File: config.mk
export PLATFORM = sky130hd
export DESIGN_NAME = mem_port_arbiter
export DESIGN_NICKNAME = d
export VERILOG_FILES = /design/src/rtl/mem_port_arbiter.sv
export SDC_FILE = /design/constraint.sdc
export NUM_CORES = 1
export LEC_CHECK = 0
export CORE_MARGIN = 2
export CORE_UTILIZATION = 40
export DETAILED_ROUTE_END_ITERATION = 8
export PLACE_DENSITY = 0.85
export SYNTH_ARGS = -nofsm -noshare
export SYNTH_HDL_FRONTEND = slang
export SYNTH_SLANG_ARGS = --single-unit
File: constraint.sdc
create_clock -name clk_i -period 1.91 [get_ports clk_i]
set_clock_uncertainty 0.05 [all_clocks]
set_input_delay 0.2865 -clock clk_i [delete_from_list [all_inputs] [get_ports clk_i]]
set_output_delay 0.2865 -clock clk_i [all_outputs]
set_load 0.02 [all_outputs]
File: src/rtl/mem_port_arbiter.sv
// Shares one fixed-latency single-ported memory between the fetch port and the data port.
// Optional MEM_ARB_PERF_EN adds saturating per-port wait-cycle counters.
module mem_port_arbiter #(
    parameter int ADDR_W  = 32,
    parameter int DATA_W  = 32,
    parameter int MEM_LAT = 3,
    parameter int CNT_W   = 16
) (
    input  logic              clk_i,
    input  logic              rst_i,
    input  logic              if_req_i,
    input  logic [ADDR_W-1:0] if_addr_i,
    output logic [DATA_W-1:0] if_data_o,
    output logic              if_ack_o,
    input  logic              dm_req_i,
    input  logic              dm_we_i,
    input  logic [ADDR_W-1:0] dm_addr_i,
    input  logic [DATA_W-1:0] dm_wdata_i,
    output logic [DATA_W-1:0] dm_rdata_o,
    output logic              dm_ack_o,
    output logic              mem_en_o,
    output logic              mem_we_o,
    output logic [ADDR_W-1:0] mem_addr_o,
    output logic [DATA_W-1:0] mem_wdata_o,
    input  logic [DATA_W-1:0] mem_rdata_i,
    output logic              stall_o
`ifdef MEM_ARB_PERF_EN
    ,
    output logic [CNT_W-1:0]  perf_if_wait_o,
    output logic [CNT_W-1:0]  perf_dm_wait_o
`endif
);

    localparam int LAT_W = $clog2(MEM_LAT + 1);

    if (MEM_LAT < 1) begin : g_bad_lat
        $error("mem_port_arbiter: MEM_LAT must be at least 1");
    end
    if (CNT_W < 1) begin : g_bad_cnt
        $error("mem_port_arbiter: CNT_W must be at least 1");
    end

    typedef enum logic [1:0] {
        IDLE    = 2'd0,
        BUSY_IF = 2'd1,
        BUSY_DM = 2'd2
    } state_t;

    state_t             state;
    state_t             state_next;
    logic [LAT_W-1:0]   lat_cnt;
    logic               is_store;
    logic               if_elig;
    logic               dm_elig;
    logic               grant_if;
    logic               grant_dm;
    logic               finish_if;
    logic               finish_dm;

    // A requester whose ack is high this cycle is still holding req for the finished access.
    assign if_elig = if_req_i & ~if_ack_o;
    assign dm_elig = dm_req_i & ~dm_ack_o;
    assign stall_o = if_elig | dm_elig;

    always_ff @(posedge clk_i) begin
        if (!rst_i) begin
            state <= IDLE;
        end else begin
            state <= state_next;
        end
    end

    always_comb begin
        state_next = state;
        grant_if   = 1'b0;
        grant_dm   = 1'b0;
        finish_if  = 1'b0;
        finish_dm  = 1'b0;
        case (state)
            IDLE: begin
                if (dm_elig) begin
                    state_next = BUSY_DM;
                    grant_dm   = 1'b1;
                end else if (if_elig) begin
                    state_next = BUSY_IF;
                    grant_if   = 1'b1;
                end
            end
            BUSY_IF: begin
                if (lat_cnt == '0) begin
                    state_next = IDLE;
                    finish_if  = 1'b1;
                end
            end
            BUSY_DM: begin
                if (lat_cnt == '0) begin
                    state_next = IDLE;
                    finish_dm  = 1'b1;
                end
            end
            default: state_next = IDLE;
        endcase
    end

    // lat_cnt reaches zero in the cycle mem_rdata_i is valid (issue + MEM_LAT).
    always_ff @(posedge clk_i) begin
        if (!rst_i) begin
            lat_cnt     <= '0;
            is_store    <= 1'b0;
            mem_en_o    <= 1'b0;
            mem_we_o    <= 1'b0;
            mem_addr_o  <= '0;
            mem_wdata_o <= '0;
            if_ack_o    <= 1'b0;
            dm_ack_o    <= 1'b0;
            if_data_o   <= '0;
            dm_rdata_o  <= '0;
        end else begin
            mem_en_o <= grant_if | grant_dm;
            mem_we_o <= grant_dm & dm_we_i;
            if_ack_o <= finish_if;
            dm_ack_o <= finish_dm;
            if (grant_dm) begin
                mem_addr_o  <= dm_addr_i;
                mem_wdata_o <= dm_wdata_i;
                is_store    <= dm_we_i;
                lat_cnt     <= LAT_W'(MEM_LAT);
            end else if (grant_if) begin
                mem_addr_o  <= if_addr_i;
                is_store    <= 1'b0;
                lat_cnt     <= LAT_W'(MEM_LAT);
            end else if (state != IDLE && lat_cnt != '0) begin
                lat_cnt <= lat_cnt - LAT_W'(1);
            end
            if (finish_if) begin
                if_data_o <= mem_rdata_i;
            end
            if (finish_dm && !is_store) begin
                dm_rdata_o <= mem_rdata_i;
            end
        end
    end

`ifdef MEM_ARB_PERF_EN
    always_ff @(posedge clk_i) begin
        if (!rst_i) begin
            perf_if_wait_o <= '0;
            perf_dm_wait_o <= '0;
        end else begin
            if (if_elig && perf_if_wait_o != '1) begin
                perf_if_wait_o <= perf_if_wait_o + CNT_W'(1);
            end
            if (dm_elig && perf_dm_wait_o != '1) begin
                perf_dm_wait_o <= perf_dm_wait_o + CNT_W'(1);
            end
        end
    end
`endif

endmodule

==> results of run 1 <==
==> power by group through the flow <==
stage	Clock [mW]	Combinational (mW)	Sequential, mW
2_1_floorplan	0	0.914	3.72
3_3_place_gp	0	2.35	3.37
3_5_place_dp	0	2.38	3.39
4_1_cts	3.39	2.39	3.33
5_1_grt	3.53	2.54	3.36
6_report	3.33	2.37	3.33
==> worst min-delay path: stages <==
cell             delay, ns
clkdlybuf4s50_1       0.40
nand2_1               0.06
a21oi_1               0.05
==> through the flow <==
| step | hold WS, ns | cell area (µm²) |
|---|---|---|
| 2_1_floorplan | 0.355 | 5290 |
| 3_3_place_gp | 0.391 | 8120 |
| 3_5_place_dp | 0.396 | 8120 |
| 4_1_cts | 0.363 | 8730 |
| 5_1_grt | 0.371 | 8730 |
| 6_report | 0.380 | 8730 |
==> kinds of logic (layout without fill, tap and decap cells) <==
family | Yosys count | count (layout)
AO/OA/AOI/OAI | 136 | 136
adder cells (fa/ha/maj) | 4 | 4
buffers and inverters | 60 | 323
flip-flops | 137 | 137
multiplexers | 1 | 1
AND/OR/NAND/NOR | 312 | 312
==> synthesized netlist by cell type, types with 3 or more instances <==
cell,count
nand2_1,262
dfxtp_1,137
a21oi_1,98
nand4_1,32
buf_2,25
o211ai_1,23
clkbuf_1,16
o211ai_2,9
buf_6,8
buf_4,6
ha_1,4
inv_1,4
and2_1,3
==> final cells by class <==
class / instances / area [µm²] / share of cell area, %
Clock buffer: 24 / 492 / 5.63
Clock inverter: 7 / 115 / 1.32
Inverter: 5 / 18.8 / 0.215
Multi-Input combinational cell: 453 / 2210 / 25.3
Sequential cell: 137 / 2740 / 31.4
Tap cell: 176 / 220 / 2.52
Timing Repair Buffer: 287 / 2930 / 33.6
==> routing by layer <==
| metal | routed length [µm] | track usage (%) |
|---|---|---|
| met3 | 1150 | 7.42 |
| met1 | 6730 | 26.8 |
| met4 | 315 | 7.74 |
| met5 | 0 | 0 |
| met2 | 7940 | 38.1 |
==> repair_timing <==
action / in CTS / in global routing
endpoints found under the setup margin: 1 / 0
gates resized for setup: 1 / 0
endpoints found under the hold margin: 0 / 0
hold buffers: 0 / 0
==> state kept, by name, indices dropped and copies added (netlist names) <==
register / count
dm_ack_o: 1
dm_rdata_o: 32
if_ack_o: 1
if_data_o: 32
is_store: 1
lat_cnt: 2
mem_addr_o: 32
mem_en_o: 1
mem_wdata_o: 32
mem_we_o: 1
state: 2
==> worst min path at each step <==
| stage | to | cells past startpoint | slack (ns) | start |
|---|---|---|---|---|
| finish | mem_wdata_o[7] | 3 | 0.38 | dm_wdata_i[7] |
| global route | mem_wdata_o[17] | 3 | 0.37 | dm_wdata_i[17] |
| CTS | mem_wdata_o[1] | 3 | 0.36 | dm_wdata_i[1] |
| detailed placement | if_data_o[28] | 2 | 0.40 | if_data_o[28] |
| global placement | mem_wdata_o[29] | 2 | 0.39 | mem_wdata_o[29] |
| floorplan | mem_addr_o[22] | 2 | 0.35 | dm_addr_i[22] |
==> flow_summary.yaml, run 1 <==
sta:
  finalSetupViolations: 0
  max_freq_ghz: 0.545
  fin_setup_tns_ns: 0
  drv_slew: 0
  final.min_clock_period_ns: 1.83
  hold_viol_final: 0
  worst_slack_ns: 0.0752
  rsz0062_at_grt: "false"
  slew_headroom_pct: 70.3
  finalCritPeriodShare_pct: 96.1
  worst_pin_slew_ns: 0.446
run_status:
  status: "finished clean"
detailed_routing:
  drt_iter0_drc: 280
  wl_per_cell_um: 14.8
  drcViolationCount: 0
  viasPerCell: 4.92
  wirelength_mm: 16.1
  dr.pass1.iters: 4
  vias: 5362
  ant_nets: 0
clock_tree:
  cts_setup_buffers: 0
  cts_tree: "done"
  clock-sinks: 137
  htree_levels: 4
  clockBufferDepth: 2
  cts.reportedPaths.clkPinSlew_ns: 0.06
  root_buffer: "clkbuf_16"
  cts_buffers: 17
  insertion_delay_ns: 0.41
critical_path:
  path_depth: 1
  crit_family: "buffers and inverters"
  cp_max_fo: 5
  reg2reg_from: "state[1]"
  critPathLaunchType: "flop"
  crit_end: "dm_ack_o"
  crit_path_end_kind: "output pin"
  cp_cell_sequence: "clkdlybuf4s50_1"
  critPathBufInv: 1
  reg2reg_setup_slack_ns: 0.21
  critPathLaunch: "dm_ack_o"
  cpPeakStageDelay_ns: 0.66
  worstPathArrival_ns: 1.50
  critPathSlowestCell: "clkdlybuf4s50_1"
  reg2reg_depth: 6
  timing.rr.end: "mem_addr_o[0]"
  critPathKind: "reg -> out"
  cp.required_ns: 1.57
synth:
  synth_flop_cell: "dfxtp_1"
  ys_warn_count: 0
  synth-xor-area-share_pct: 0
  synth-seq-cells: 137
  synth-edff-count: 0
  yosys.area_share.adder_pct: 0.946
  synth_top_area_share_pct: 51.9
  synthMuxAreaShare_pct: 0.189
  ys_seq_area_share_pct: 51.9
  ys_types: 30
  syn_area_per_cell_um2: 8.14
  synth_area_um2: 5290
  synth_top_family_by_area: "simple AND/OR/NAND/NOR gates"
  synth_compound_area_share_pct: 15.8
  synth-async-reset-ratio_pct: 0
  netlist_instances: 650
  synth_fp_nets: 787
  yosys.area_share.simple_pct: 24.8
  synth_area_leaders: "dfxtp_1, nand2_1, a21oi_1"
  yosys.area.top_type: "dfxtp_1"
global_route:
  grt_pass1_wl_mm: 25.4
  antenna_found_initial: 0
  grt_usage_pct: 22.5
  grt_max_degree: 100
  overflow: 0
  grt_pass1_vias: 5048
power_and_ir_drop:
  ir_drop_v: 0.000662
  p_clk_share_pct: 36.9
  powerDensity_nw_per_um2: 1030
  p_sw_mw: 2.56
  p_seq_share_pct: 36.8
  p_leak_nw: 3.14
  pwr-share-comb_pct: 26.3
  power.total_mw: 9.03
  intPower_mw: 6.48
  sw_frac_of_total_pct: 28.3
final_layout:
  drive_gt1_share_pct: 7.01
  final_cells: 1089
  nets: 1038
  fillers: 1072
  area_growth_syn_to_layout_pct: 65.0
  mostFrequentLayoutCell: "clkdlybuf4s50_1"
  fin_util_pct: 66.7
  final_cell_mix: "clkdlybuf4s50_1, nand2_1, dfxtp_1"
  num_antenna_cells: 0
die:
  fp.dieArea_um2: 14200
  chipHeight_um: 119
  ioPinCount: 266
  die_w_um: 119
  coreArea_um2: 13100
  initial_core_util_pct: 40.4
  row_count: 42
job:
  cap_violations: 0
placed_design:
  hpwlAfterDp_mm: 11.1
  post-place-ws_ns: -0.133
  dp.cells: 1058
  portBuffers: 265
  place.gp.congestion: 0.769
worst_hold_path:
  hp-class: "in -> reg"
Power figures use the tool's default switching activity.
==> inputs of run 2 (changes only) <==
--- a/config.mk
+++ b/config.mk
@@ -6,9 +6,10 @@
 export NUM_CORES = 1
 export LEC_CHECK = 0
 export CORE_MARGIN = 2
-export CORE_UTILIZATION = 40
+export CORE_UTILIZATION = 41
+export CTS_BUF_LIST = sky130_fd_sc_hd__clkbuf_4
 export DETAILED_ROUTE_END_ITERATION = 8
-export PLACE_DENSITY = 0.85
+export PLACE_DENSITY = 0.87
 export SYNTH_ARGS = -nofsm -noshare
 export SYNTH_HDL_FRONTEND = slang
 export SYNTH_SLANG_ARGS = --single-unit
==> run 2 against run 1 <==
Critical path depth unchanged. Utilization grew 0.20 points. Sequential share of layout area is 1.1 points higher. Register-to-register slack barely moved. Critical endpoint is now if_data_o[31]. Largest cell class unchanged. Largest power group unchanged. Highest routed layer unchanged.
==> flow_summary.yaml, run 2 (synthesis results as in run 1) <==
critical_path:
  timing.rr.end: "mem_wdata_o[0]"
  critPathBufInv: 1
  cpPeakStageDelay_ns: 0.63
  cp.required_ns: 1.57
  worstPathArrival_ns: 1.51
  critPathKind: "reg -> out"
  critPathSlowestCell: "clkdlybuf4s50_1"
  cp_max_fo: 2
  critPathLaunch: "if_data_o[31]"
  crit_family: "buffers and inverters"
  crit_path_end_kind: "output pin"
  reg2reg_depth: 6
  critPathLaunchType: "flop"
  reg2reg_from: "state[1]"
  reg2reg_setup_slack_ns: 0.21
  path_depth: 1
  cp_cell_sequence: "clkdlybuf4s50_1"
global_route:
  grt_pass1_wl_mm: 25.7
  grt_max_degree: 87
  overflow: 0
  antenna_found_initial: 1
  grt_usage_pct: 23.0
  grt_pass1_vias: 5129
detailed_routing:
  wirelength_mm: 16.4
  viasPerCell: 4.98
  vias: 5381
  dr.pass1.iters: 4
  drcViolationCount: 0
  drt_iter0_drc: 354
  wl_per_cell_um: 15.2
  ant_nets: 0
worst_hold_path:
  hold_start: "dm_wdata_i[6]"
  hold_depth: 3
  whs_endpoint: "mem_wdata_o[6]"
  hp-class: "in -> reg"
final_layout:
  nets: 1034
  area_growth_syn_to_layout_pct: 59.6
  multi_input_area_um2: 2210
  post-route-cell-area_um2: 8440
  final_cell_mix: "nand2_1, clkdlybuf4s50_1, dfxtp_1"
  fillers: 1031
  drive_gt1_share_pct: 6.73
  mostFrequentLayoutCell: "nand2_1"
  register_area_um2: 2740
clock_tree:
  cts.reportedPaths.clkPinSlew_ns: 0.11
  clock-sinks: 137
  cts-resized-gates: 13
  clockBufferDepth: 2
  ctsHoldBuffers: 0
  cts_tree: "done"
  cts_setup_buffers: 0
  htree_levels: 4
  root_buffer: "clkbuf_4"
  cts_buffers: 17
  insertion_delay_ns: 0.53
power_and_ir_drop:
  p_leak_nw: 3.90
  ir_drop_v: 0.000567
  powerDensity_nw_per_um2: 859
sta:
  worst_pin_slew_ns: 0.418
  finalCritPeriodShare_pct: 96.7
  final.min_clock_period_ns: 1.85
  drv_slew: 0
  slew_headroom_pct: 72.2
  hold_viol_final: 0
  max_freq_ghz: 0.541
  fin_setup_tns_ns: 0
  finalSetupViolations: 0
placed_design:
  post_dp_cell_area_um2: 8100
  place.gp.congestion: 0.848
  portBuffers: 265
  hpwlAfterDp_mm: 11.6
die:
  initial_core_util_pct: 41.9
  row_count: 41
  chipHeight_um: 118
  ioPinCount: 266
  die_w_um: 118
  fp.dieArea_um2: 13800
  coreArea_um2: 12600
job:
  cap_violations: 0
run_status:
  status: "finished clean"
run 2: changes by cell type in the layout (fill, tap and decap cells not counted), moves of 2 or more:
cell and change:
clkdlybuf4s50_1 -62, dlymetal6s2s_1 +52, clkbuf_4 +18, clkbuf_16 -17
dlygate4sd2_1 +9, buf_4 -5, clkbuf_8 -4, clkbuf_1 -3
clkinv_2 +3, bufinv_16 -2, clkinv_1 +2
run 2: final cells by class:
type	instances	share of cell area, %
antenna	1	0.0296
clock buffer	18	1.60
clock inverter	11	1.01
inverter	5	0.222
multi-input combinational	453	26.2
sequential	137	32.5
tap	172	2.55
timing repair buffer	283	35.9
run 2: tightest hold or removal path: stages:
cell             delay [ns]
clkdlybuf4s50_1        0.40
nand2_1                0.05
a21oi_1                0.05
run 2: report_power, final:
part	internal, mW	total (mW)	switching, mW	leakage (nW)
Sequential	3.16	3.32	0.152	1.12
Combinational	1.09	2.34	1.25	2.66
Clock	0.615	1.60	0.986	0.120
Total	4.86	7.25	2.39	3.90
run 2: worst max-delay path by stage:
stage,end
2_1_floorplan,is_store
3_3_place_gp,stall_o
3_5_place_dp,stall_o
4_1_cts,mem_addr_o[24]
5_1_grt,mem_wdata_o[18]
6_report,if_data_o[31]
run 2: layer usage:
layer | global-route usage (%) | up-vias | part of all wire (%)
met3 | 6.98 | 29 | 7.0
li1 | - | 2654 | -
met4 | 8.43 | 0 | 2.0
met1 | 26.6 | 2490 | 41
met2 | 40.2 | 208 | 50
met5 | 0 | - | 0
run 2: through the flow:
| step | util [%] | power (mW) | std cells | hold slack [ns] | worst slack [ns] |
|---|---|---|---|---|---|
| floorplan | - | 4.64 | 650 | 0.355 | 0.418 |
| global placement | 64.2 | 5.71 | 1050 | 0.391 | -0.130 |
| detailed placement | 64.2 | 5.76 | 1050 | 0.396 | -0.128 |
| CTS | 65.8 | 7.36 | 1079 | 0.182 | 0.00121 |
| global route | 66.9 | 7.64 | 1080 | 0.185 | -0.00239 |
| finish | 66.9 | 7.25 | 1080 | 0.241 | 0.0631 |
==> inputs of run 3 (changes only) <==
--- a/config.mk
+++ b/config.mk
@@ -10,6 +10,7 @@
 export CTS_BUF_LIST = sky130_fd_sc_hd__clkbuf_4
 export DETAILED_ROUTE_END_ITERATION = 8
 export PLACE_DENSITY = 0.87
+export SKIP_LAST_GASP = 1
 export SYNTH_ARGS = -nofsm -noshare
 export SYNTH_HDL_FRONTEND = slang
 export SYNTH_SLANG_ARGS = --single-unit
==> run 3 against run 2 <==
Worst hold slack did not move. Fmax unchanged. Clock power about the same. Non-clock buffer count unchanged. Largest power group unchanged. Routed wire length about the same.
==> flow_summary.yaml, run 3 (synthesis results as in run 1) <==
sta:
  final.min_clock_period_ns: 1.85
  slew_headroom_pct: 72.2
  finalSetupViolations: 0
  max_freq_ghz: 0.541
  drv_slew: 0
  finalCritPeriodShare_pct: 96.7
  fin_setup_tns_ns: 0
  hold_slack_ns: 0.241
  worst_pin_slew_ns: 0.418
  hold_viol_final: 0
clock_tree:
  ctsHoldBuffers: 0
  cts_tree: "done"
  clock-sinks: 137
  htree_levels: 4
  root_buffer: "clkbuf_4"
  insertion_delay_ns: 0.53
  clockBufferDepth: 2
  cts.reportedPaths.clkPinSlew_ns: 0.11
  cts_buffers: 17
global_route:
  grt_pass1_wl_mm: 25.7
  use_met1_pct: 26.6
  grt_busiest_layer: "met2"
  grt_max_degree: 87
  met2_usage_pct: 40.2
  grt_pass1_vias: 5129
  overflow: 0
  antenna_found_initial: 1
  grt_usage_pct: 23.0
  grt.met3_usage_pct: 6.98
worst_hold_path:
  whs_endpoint: "mem_wdata_o[6]"
  hold_start: "dm_wdata_i[6]"
  hold_depth: 3
  hp-class: "in -> reg"
detailed_routing:
  viasPerCell: 4.98
  dr.pass1.iters: 4
  drt_iter0_drc: 354
  ant_nets: 0
  wirelength_mm: 16.4
  drcViolationCount: 0
  vias: 5382
  wl_per_cell_um: 15.2
critical_path:
  cpPeakStageDelay_ns: 0.63
  critPathLaunchType: "flop"
  reg2reg_setup_slack_ns: 0.21
  critPathBufInv: 1
  timing.rr.end: "mem_wdata_o[0]"
  cp_max_fo: 2
  cp_cell_sequence: "clkdlybuf4s50_1"
  critPathKind: "reg -> out"
  reg2reg_from: "state[1]"
  crit_path_end_kind: "output pin"
  reg2reg_depth: 6
  critPathSlowestCell: "clkdlybuf4s50_1"
  cp.required_ns: 1.57
  crit_family: "buffers and inverters"
  critPathLaunch: "if_data_o[31]"
  worstPathArrival_ns: 1.51
final_layout:
  fin_util_pct: 66.8
  post-route-cell-area_um2: 8430
  area_growth_syn_to_layout_pct: 59.5
  mostFrequentLayoutCell: "nand2_1"
  final_cell_mix: "nand2_1, clkdlybuf4s50_1, dfxtp_1"
  nets: 1034
  drive_gt1_share_pct: 6.62
power_and_ir_drop:
  p_leak_nw: 3.90
  power.total_mw: 7.25
  powerDensity_nw_per_um2: 860
  ir_drop_v: 0.000562
die:
  fp.dieArea_um2: 13800
  coreArea_um2: 12600
  row_count: 41
  ioPinCount: 266
  initial_core_util_pct: 41.9
  chipHeight_um: 118
  die_w_um: 118
placed_design:
  hpwlAfterDp_mm: 11.6
  post_dp_cell_area_um2: 8100
  portBuffers: 265
  place.gp.congestion: 0.848
job:
  cap_violations: 0
run_status:
  status: "finished clean"
## run 3: worst max-delay path by stage
| stage | cells after the start | slack (ns) | endpoint |
|---|---|---|---|
| global placement | 4 | -0.13 | stall_o |
| detailed placement | 4 | -0.13 | stall_o |
| finish | 1 | 0.06 | if_data_o[31] |
| floorplan | 7 | 0.42 | is_store |
| CTS | 3 | -0.04 | stall_o |
| global route | 1 | -0.002 | mem_wdata_o[18] |
## run 3: layout make-up
cell class / count / area, µm²
clock buffer: 18 / 135
antenna: 1 / 2.50
fill: 1032 / 4190
inverter: 5 / 18.8
timing repair buffer: 283 / 3030
tap: 172 / 215
clock inverter: 11 / 85.1
sequential: 137 / 2740
multi-input combinational: 453 / 2210
## run 3: per-layer routing
| layer | part of all wire (%) | vias to the layer above | wire [µm] |
|---|---|---|---|
| met3 | 7.0 | 29 | 1150 |
| met1 | 41 | 2491 | 6640 |
| li1 | - | 2654 | - |
| met4 | 2.0 | 0 | 333 |
| met5 | 0 | - | 0 |
| met2 | 50 | 208 | 8250 |
## run 3: power by group
part           switching, mW  internal, mW
clock network          0.986         0.615
registers              0.152          3.16
logic                   1.25          1.08
## run 3: what timing repair did
action	4_1_cts	5_1_grt
gates cloned	0	0
setup endpoints to repair	11	53
pin swaps	0	0
resized for setup	11	54
setup buffers	0	0
## run 3: stage by stage
stage / worst slack [ns] / std cells
2_1_floorplan: 0.418 / 650
3_3_place_gp: -0.130 / 1050
3_5_place_dp: -0.128 / 1050
4_1_cts: -0.0402 / 1079
5_1_grt: -0.00239 / 1080
6_report: 0.0631 / 1080
